<file path="config.mk">
export PLATFORM = sky130hd
export DESIGN_NAME = ic_period_ctrl
export DESIGN_NICKNAME = d
export VERILOG_FILES = /design/src/rtl/ic_pkg.sv /design/src/rtl/ic_watchdog.sv /design/src/rtl/ic_period_ctrl.sv
export SDC_FILE = /design/constraint.sdc
export NUM_CORES = 1
export LEC_CHECK = 0
export CORE_ASPECT_RATIO = 1.25
export CORE_MARGIN = 2
export CORE_UTILIZATION = 50
export CTS_BUF_LIST = sky130_fd_sc_hd__clkbuf_16
export CTS_CLUSTER_DIAMETER = 150
export DETAILED_ROUTE_END_ITERATION = 7
export GPL_TIMING_DRIVEN = 0
export HOLD_SLACK_MARGIN = 0.02
export PLACE_DENSITY_LB_ADDON = 0.25
export SETUP_SLACK_MARGIN = 0.1
export SYNTH_ARGS = -nofsm -noshare
export SYNTH_HDL_FRONTEND = slang
export SYNTH_SLANG_ARGS = --single-unit
</file>
<file path="constraint.sdc">
create_clock -name i_sysclk -period 3.25 [get_ports i_sysclk]
set_input_delay 0.325 -clock i_sysclk [delete_from_list [all_inputs] [get_ports i_sysclk]]
set_output_delay 0.325 -clock i_sysclk [all_outputs]
set_load 0.02 [all_outputs]
</file>
<file path="src/rtl/ic_pkg.sv">
// Shared types and widths for the input-capture period sequencer.
// Latency: n/a (declarations only).
// Backpressure: n/a.
package ic_pkg;

  localparam int CNT_W = 16;

  typedef enum logic [2:0] {
    IDLE  = 3'd0,
    ARM   = 3'd1,
    WAIT1 = 3'd2,
    ACK1  = 3'd3,
    MEAS  = 3'd4,
    ACK   = 3'd5,
    DONE  = 3'd6
  } state_t;

endpackage

</file>
<file path="src/rtl/ic_watchdog.sv">
// Inactivity watchdog: reloadable down-counter that flags expiry after TIMEOUT_CYC enabled cycles.
// Latency: expired is combinational on the TIMEOUT_CYC-th enabled cycle after a reload.
// Backpressure: none; the counter holds its value while en is low.
//
// Ports:
//   clk, rst  clock and asynchronous active-high reset
//   reload    restart the count window (takes priority over en)
//   en        count this cycle
//   expired   high during the last permitted enabled cycle
module ic_watchdog #(
  parameter int TIMEOUT_CYC = 1000
) (
  input  logic clk,
  input  logic rst,
  input  logic reload,
  input  logic en,
  output logic expired
);

  localparam int W = $clog2(TIMEOUT_CYC + 1);

  logic [W-1:0] remain;

  always_ff @(posedge clk or posedge rst) begin
    if (rst) begin
      remain <= '0;
    end else if (reload) begin
      remain <= W'(TIMEOUT_CYC);
    end else if (en && remain != '0) begin
      remain <= remain - 1'b1;
    end
  end

  // remain==1 means this enabled cycle is the TIMEOUT_CYC-th one since reload.
  assign expired = en && (remain == W'(1));

endmodule

</file>
<file path="src/rtl/ic_period_ctrl.sv">
// Sequencer for input_capture: arms the counter, acks each capture flag, averages 2^LOG2_AVG periods.
// Latency: o_valid one cycle after the ACK exit that follows the final capture of a batch.
// Backpressure: o_clr is held until the capture flag is seen low; i_start is ignored while busy.
//
// Ports:
//   i_sysclk, i_sysrst   clock, asynchronous active-high reset
//   i_start, i_stop      start pulse / abort (abort has priority)
//   i_cont               sampled with i_start: keep measuring after each result
//   i_ic_flg, i_cnt      capture flag and captured count from input_capture
//   o_cnt_en, o_clr      counter enable and flag clear to input_capture
//   o_period, o_valid    averaged period and its one-cycle update strobe
//   o_busy, o_timeout    not-idle indicator, sticky watchdog abort indicator
module ic_period_ctrl
  import ic_pkg::*;
#(
  parameter int LOG2_AVG    = 2,
  parameter int TIMEOUT_CYC = 1000
) (
  input  logic             i_sysclk,
  input  logic             i_sysrst,
  input  logic             i_start,
  input  logic             i_stop,
  input  logic             i_cont,
  input  logic             i_ic_flg,
  input  logic [CNT_W-1:0] i_cnt,
  output logic             o_cnt_en,
  output logic             o_clr,
  output logic [CNT_W-1:0] o_period,
  output logic             o_valid,
  output logic             o_busy,
  output logic             o_timeout
);

  localparam int ACC_W = CNT_W + LOG2_AVG;
  localparam int SMP_W = LOG2_AVG + 1;
  localparam logic [SMP_W-1:0] N_AVG = SMP_W'(1 << LOG2_AVG);

  state_t           state, state_nxt;
  logic [CNT_W-1:0] prev;
  logic [ACC_W-1:0] acc;
  logic [SMP_W-1:0] smp;
  logic             cont;

  logic             waiting;
  logic             start_ok;
  logic             capture;
  logic             wd_en;
  logic             wd_exp;
  logic             timeout;
  logic [CNT_W-1:0] diff;

  assign waiting  = (state == WAIT1) || (state == MEAS);
  assign start_ok = (state == IDLE) && i_start && !i_stop;
  // A capture in the same cycle as watchdog expiry wins: wd_en is low then.
  assign capture  = waiting && i_ic_flg && !i_stop;
  assign wd_en    = waiting && !i_ic_flg;
  assign timeout  = wd_exp && !i_stop;
  // Modulo-2^16 difference absorbs counter wrap between captures.
  assign diff     = i_cnt - prev;

  ic_watchdog #(
    .TIMEOUT_CYC(TIMEOUT_CYC)
  ) u_wdog (
    .clk    (i_sysclk),
    .rst    (i_sysrst),
    .reload (start_ok || capture),
    .en     (wd_en),
    .expired(wd_exp)
  );

  always_ff @(posedge i_sysclk or posedge i_sysrst) begin
    if (i_sysrst) begin
      state <= IDLE;
    end else begin
      state <= state_nxt;
    end
  end

  always_comb begin
    state_nxt = state;
    case (state)
      IDLE:  if (i_start) state_nxt = ARM;
      ARM:   state_nxt = WAIT1;
      WAIT1: begin
        if (i_ic_flg)    state_nxt = ACK1;
        else if (wd_exp) state_nxt = IDLE;
      end
      ACK1:  if (!i_ic_flg) state_nxt = MEAS;
      MEAS: begin
        if (i_ic_flg)    state_nxt = ACK;
        else if (wd_exp) state_nxt = IDLE;
      end
      ACK:   if (!i_ic_flg) state_nxt = (smp == N_AVG) ? DONE : MEAS;
      DONE:  state_nxt = cont ? MEAS : IDLE;
      default: state_nxt = IDLE;
    endcase
    if (i_stop) state_nxt = IDLE;
  end

  always_ff @(posedge i_sysclk or posedge i_sysrst) begin
    if (i_sysrst) begin
      o_cnt_en  <= 1'b0;
      o_clr     <= 1'b0;
      o_period  <= '0;
      o_valid   <= 1'b0;
      o_busy    <= 1'b0;
      o_timeout <= 1'b0;
      prev      <= '0;
      acc       <= '0;
      smp       <= '0;
      cont      <= 1'b0;
    end else begin
      o_valid  <= 1'b0;
      o_busy   <= (state_nxt != IDLE);
      o_cnt_en <= (state_nxt != IDLE);
      o_clr    <= (state_nxt inside {ARM, ACK1, ACK});

      if (start_ok) begin
        cont      <= i_cont;
        o_timeout <= 1'b0;
        acc       <= '0;
        smp       <= '0;
      end

      // The WAIT1 capture only sets the reference; MEAS captures add a period.
      if (capture) begin
        prev <= i_cnt;
        if (state == MEAS) begin
          acc <= acc + ACC_W'(diff);
          smp <= smp + 1'b1;
        end
      end

      // prev is kept so continuous mode measures from the last capture.
      if (state == DONE && !i_stop) begin
        o_period <= CNT_W'(acc >> LOG2_AVG);
        o_valid  <= 1'b1;
        acc      <= '0;
        smp      <= '0;
      end

      if (timeout) o_timeout <= 1'b1;

      if (i_stop || timeout) begin
        acc <= '0;
        smp <= '0;
      end
    end
  end

endmodule

</file>
==> out/metrics.yaml, run 1 <==
failed_checks: "negative setup slack"
grt_max_degree: 72
cp.required_ns: 3.45
min_period_ns: 3.46
setup-violations-final: 6
reg2reg_slack_ns: -0.21
crit_type: "reg2reg"
io_buffer_count: 42
yosysSeqAreaShare_pct: 41.2
hp-start: "i_cnt[0]"
yosys_warnings: 0
drt-initial-drc-count: 147
final_common_cell: "dfrtp_1"
layout_common_cells: "71 x dfrtp_1, 40 x clkdlybuf4s50_1, 39 x nor2_1, 34 x nand2_1, 33 x ha_1"
holdWs_ns: 0.442
path_cells: "inv_1, ha_1, nor2b_1, o31a_1, nor3_2, nor2_2, a21o_1, a21oi_1, xnor2_1, ha_1, a21o_1, a31o_2, a41o_4, a21o_1, a311oi_2, o21ai_1"
layout-drive-gt1-share_pct: 17.9
ys.flop_type: "dfrtp_1"
grt_use_total_pct: 20.7
grt_pass1_wl_microns: 15400
drt_first_pass_iters: 6
tightestPinTransition_ns: 0.864
final_nets: 559
final_max_slew_viol_count: 0
wl_per_cell_microns: 15.1
cp.buffers_inverters: 1
status: "complete, but fails checks"
antenna_found_initial: 0
dieWidth_microns: 87.0
crit_path_start_kind: "flip-flop"
startpoint: "prev[1]"
cp-end-kind: "flip-flop"
dpl_cell_area_sq_um: 4860
cp.depth: 16
clock_sinks: 71
hold_viol_final: 0
cp_common_cell: "a21o_1"
hpwlAfterDp_microns: 6540
h-tree-depth: 3
cp_slowest_stage_delay_ns: 0.39
clock_skew_ns: 0.00627
worst-path-max-fanout: 4
holdCritPathClass: "in2reg"
avgSynthCellArea_sq_um: 9.84
cts-buffers-inserted: 9
reg2reg_to: "acc[15]"
grt_setup_unrepaired: "yes"
drc: 0
synth_nets: 497
wl_microns: 9050
dieArea_sq_um: 9380
clk_path_buf_depth: 2
coreArea_sq_um: 8290
crit_end: "acc[15]"
pin_count: 43
fin_setup_tns_ns: -0.953
die_h_microns: 108
grt-ovfl-total: 0
finalWorstSetupSlack_ns: -0.213
syn_inst: 438
ir_drop_v: 0.000339
ctsRootBufferMaster: "clkbuf_16"
synth_edf_count: 0
timing.slew.headroom_pct: 42.4
grt_use_met1_pct: 24.2
ys_types: 55
place_congestion: 0.832
max_cap_viol_count: 0
cp_slowest_cell: "dfrtp_1"
start_util_pct: 52.0
cts_tree: "built"
grt_pass1_vias: 3494
post-route-util_pct: 64.2
rr_worst_depth: 16
leakagePower_nw: 2.40
grt-busiest-layer: "met2"
met3_usage_pct: 4.22
power.density_nw_per_um2: 719
clk_pin_slew_ns: 0.05
final_area_sq_um: 5320
areaGrowthSynthToFinish_pct: 23.6
via_count: 3401
cp_top_family: "compound AO/OA/AOI/OAI gates"
syn_area_sq_um: 4310
fin_crit_sh_pct: 107
hold_buffers: 0
clk_latency_ns: 0.33
rows: 37
whs_path_depth: 3
via_per_inst: 5.66
ys_ff_latch: 71
diodes: 0
r2r-start: "prev[1]"
detail-route-antenna-nets: 0
grt_util_met2_pct: 37.1
async_flop_share_pct: 100
design_power_total_mw: 3.82
critPathArrivalTime_ns: 3.66
fmax_mhz: 289
## routing by layer
layer	vias to the layer above	part of all wire, %
li1	1679	-
met4	0	1.8
met5	-	0
met3	17	2.7
met2	59	53
met1	1646	43
## area by class of cell
class / count / area (sq um)
fill: 686 / 2960
multi-input combinational: 325 / 2510
sequential: 71 / 1780
timing repair buffer: 51 / 489
clock buffer: 9 / 225
inverter: 32 / 123
tap: 97 / 121
buffer: 10 / 46.3
clock inverter: 6 / 31.3
## worst reg2reg max path: stages (launching register included)
cell and delay, ns:
dfrtp_1 0.39, inv_1 0.06, ha_1 0.27, nor2b_1 0.14
o31a_1 0.28, nor3_2 0.19, nor2_2 0.09, a21o_1 0.18
a21oi_1 0.16, xnor2_1 0.10, ha_1 0.23, a21o_1 0.24
a31o_2 0.24, a41o_4 0.28, a21o_1 0.20, a311oi_2 0.20
o21ai_1 0.08
## power breakdown
group	internal (mW)	switching, mW
Clock	0.501	0.350
Combinational	0.879	1.02
Sequential	1.00	0.0749
## synthesized netlist by cell type (10+ instances only)
master   instances  area share, %
ha_1            35             10
xnor2_1         24            4.9
mux2_2          30            7.8
nor2_1          41            3.6
a21oi_1         23            2.7
dfrtp_1         71             41
o21ai_0         23            2.7
inv_1           32            2.8
a22oi_1         10            1.7
nand2_1         34            3.0
nand3_1         10            1.2
## what timing repair did
item / 4_1_cts / 5_1_grt
buffers inserted: 5 / 4
resized for setup: 13 / 21
pin swaps: 8 / 12
setup endpoints to repair: 10 / 11
## how the worst min path moves through the flow
stage | slack, ns | end
after detailed placement | 0.46 | u_wdog.remain[6]
after global routing | 0.49 | prev[0]
after CTS | 0.44 | prev[0]
after floorplan | 0.39 | o_clr
after global placement | 0.45 | u_wdog.remain[6]
final | 0.44 | prev[0]
## cell families (layout without fill, tap and decap cells)
family                   count (synthesis)  after routing  synth area share (%)
AND/OR/NAND/NOR                        126            126                  14.1
AO/OA/AOI/OAI                           99             99                  15.1
flip-flops                              71             71                  41.2
buffers and inverters                   42            108                  3.86
adder cells (fa/ha/maj)                 37             37                  11.1
XOR/XNOR                                32             32                  6.51
multiplexers                            31             31                  8.07
## metrics by stage
stage               instances  setup WS [ns]
floorplan                 438        -0.0186
global placement          577         -0.768
detailed placement        577         -0.852
CTS                       597         -0.272
global route              601         -0.355
finish                    601         -0.213
## flip-flops by register name (all words and copies together) (netlist names)
| name | cells |
|---|---|
| acc | 18 |
| cont | 1 |
| o_busy | 1 |
| o_clr | 1 |
| o_period | 16 |
| o_timeout | 1 |
| o_valid | 1 |
| prev | 16 |
| smp | 3 |
| state | 3 |
| u_wdog.remain | 10 |
No activity file was read; power rests on OpenSTA's default activity.
==> inputs of run 2 (changes only) <==
--- a/config.mk
+++ b/config.mk
@@ -6,7 +6,7 @@
 export NUM_CORES = 1
 export LEC_CHECK = 0
 export CORE_ASPECT_RATIO = 1.25
-export CORE_MARGIN = 2
+export CORE_MARGIN = 4
 export CORE_UTILIZATION = 50
 export CTS_BUF_LIST = sky130_fd_sc_hd__clkbuf_16
 export CTS_CLUSTER_DIAMETER = 150
==> out/metrics.yaml, run 2 (synthesized netlist as in run 1, its figures left out) <==
status: "complete, but fails checks"
failed_checks: "negative setup slack"
drt_first_pass_iters: 4
clock_skew_ns: 0.00594
cts-buffers-inserted: 9
clk_pin_slew_ns: 0.06
wl_per_cell_microns: 15.5
cts_tree: "built"
cp_slowest_stage_delay_ns: 0.41
crit_path_start_kind: "flip-flop"
critPathArrivalTime_ns: 3.81
final_nets: 567
clock_sinks: 71
io_buffer_count: 42
grt_use_met1_pct: 22.3
top_register: "acc"
cp.required_ns: 3.50
hpwlAfterDp_microns: 6500
drc: 0
antenna_found_initial: 0
wl_microns: 9470
detail-route-antenna-nets: 0
fmax_mhz: 281
cp.depth: 15
max_cap_viol_count: 0
met3_usage_pct: 3.85
h-tree-depth: 3
dieArea_sq_um: 10200
grt_use_total_pct: 19.3
grt-busiest-layer: "met2"
final_common_cell: "dfrtp_1"
coreArea_sq_um: 8330
crit_type: "reg2reg"
top_regs: "acc x18, o_period x16, prev x16"
fin_crit_sh_pct: 109
grt_util_met2_pct: 34.9
die_h_microns: 112
post-route-util_pct: 65.5
hold_buffers: 0
cp.buffers_inverters: 0
cp-end-kind: "flip-flop"
path_cells: "ha_4, fa_2, nor2b_2, o21ai_2, a21boi_2, o21a_1, nor2_2, xnor2_1, ha_1, a21oi_2, or3b_4, a41o_4, a2111oi_2, a311oi_2, o21ai_1"
leakagePower_nw: 2.47
fin_setup_tns_ns: -1.50
grt_pass1_wl_microns: 15900
via_per_inst: 5.64
min_period_ns: 3.56
pin_count: 43
cp_top_family: "compound AO/OA/AOI/OAI gates"
drt-initial-drc-count: 174
whs_path_depth: 3
power.density_nw_per_um2: 754
grt_max_degree: 72
regArea_sq_um: 1780
start_util_pct: 51.7
timing.slew.headroom_pct: 41.9
multi_input_area_sq_um: 2520
layout_common_cells: "71 x dfrtp_1, 41 x clkdlybuf4s50_1, 40 x nor2_1, 33 x nand2_1"
grt_setup_unrepaired: "yes"
ir_drop_v: 0.000525
hold_viol_final: 0
fill_cells: 648
final_max_slew_viol_count: 0
areaGrowthSynthToFinish_pct: 26.7
clk_latency_ns: 0.33
pre_cts_ws_ns: -0.884
rows: 37
via_count: 3443
place_congestion: 0.865
tightestPinTransition_ns: 0.865
grt-ovfl-total: 0
diodes: 0
worst-path-max-fanout: 4
rr_worst_depth: 15
finalWorstSetupSlack_ns: -0.308
cp_slowest_cell: "dfrtp_1"
clk_path_buf_depth: 2
setup-violations-final: 7
design_power_total_mw: 4.11
largest_reg_flops: 18
grt_pass1_vias: 3527
holdCritPathClass: "in2reg"
reg2reg_slack_ns: -0.31
dieWidth_microns: 91.0
ctsRootBufferMaster: "clkbuf_16"
layout-drive-gt1-share_pct: 19.9
## run 2: changes by cell type in the layout (fill, tap and decap cells not counted), sizes merged
cell	previous run	this run
buf	13	21
bufinv	0	2
clkdlybuf4s50	40	41
clkinv	2	3
clkinvlp	2	1
dlygate4sd2	2	1
inv	34	33
## run 2: path summary, 6_finish.rpt
check	endpoint	startpoint
max	acc[15]	prev[0]
min	prev[0]	i_cnt[0]
max reg2reg	acc[15]	prev[0]
min reg2reg	o_timeout	o_timeout
max in group asynchronous	prev[1]	i_sysrst
min in group asynchronous	o_period[11]	i_sysrst
## run 2: worst register-to-register path, delay by kind of cell (launching register included)
kind,cells,cell delay (ns)
adders and majority gates,3,0.89
and+or+nand+nor,3,0.60
DFF,1,0.41
AOI/OAI and AO/OA,8,1.46
xor gates and xnor gates,1,0.13
## run 2: timing repair
| item | CTS | global route |
|---|---|---|
| pin swaps | 18 | 27 |
| gates resized for setup | 15 | 24 |
| endpoints found under the setup margin | 10 | 11 |
| buffers inserted | 9 | 8 |
## run 2: through the flow
step | area [sq um] | hold slack [ns] | instances
2_1_floorplan | 4320 | 0.391 | 438
3_3_place_gp | 4860 | 0.453 | 577
3_5_place_dp | 4860 | 0.469 | 577
4_1_cts | 5320 | 0.473 | 602
5_1_grt | 5460 | 0.501 | 610
6_report | 5460 | 0.476 | 610
## run 2: power breakdown
| part | leakage, nW | switching (mW) | total [mW] | internal, mW |
|---|---|---|---|---|
| sequential | 0.929 | 0.0772 | 1.08 | 1.00 |
| clock | 0.154 | 0.366 | 1.03 | 0.666 |
| combinational | 1.38 | 1.06 | 2.00 | 0.942 |
| total | 2.47 | 1.50 | 4.11 | 2.61 |
## run 2: final cells by class
| cell class | instances | share of cell area [%] |
|---|---|---|
| Multi-Input combinational cell | 325 | 46.2 |
| Sequential cell | 71 | 32.5 |
| Timing Repair Buffer | 59 | 10.2 |
| Clock buffer | 9 | 4.13 |
| Inverter | 32 | 2.25 |
| Tap cell | 97 | 2.22 |
| Clock inverter | 7 | 1.63 |
| Buffer | 10 | 0.848 |
## run 2: metal layers
metal | share of wire [%] | vias up
met3 | 3.2 | 10
met2 | 52 | 47
met4 | 1.4 | 0
met1 | 43 | 1687
li1 | - | 1699
met5 | 0 | -
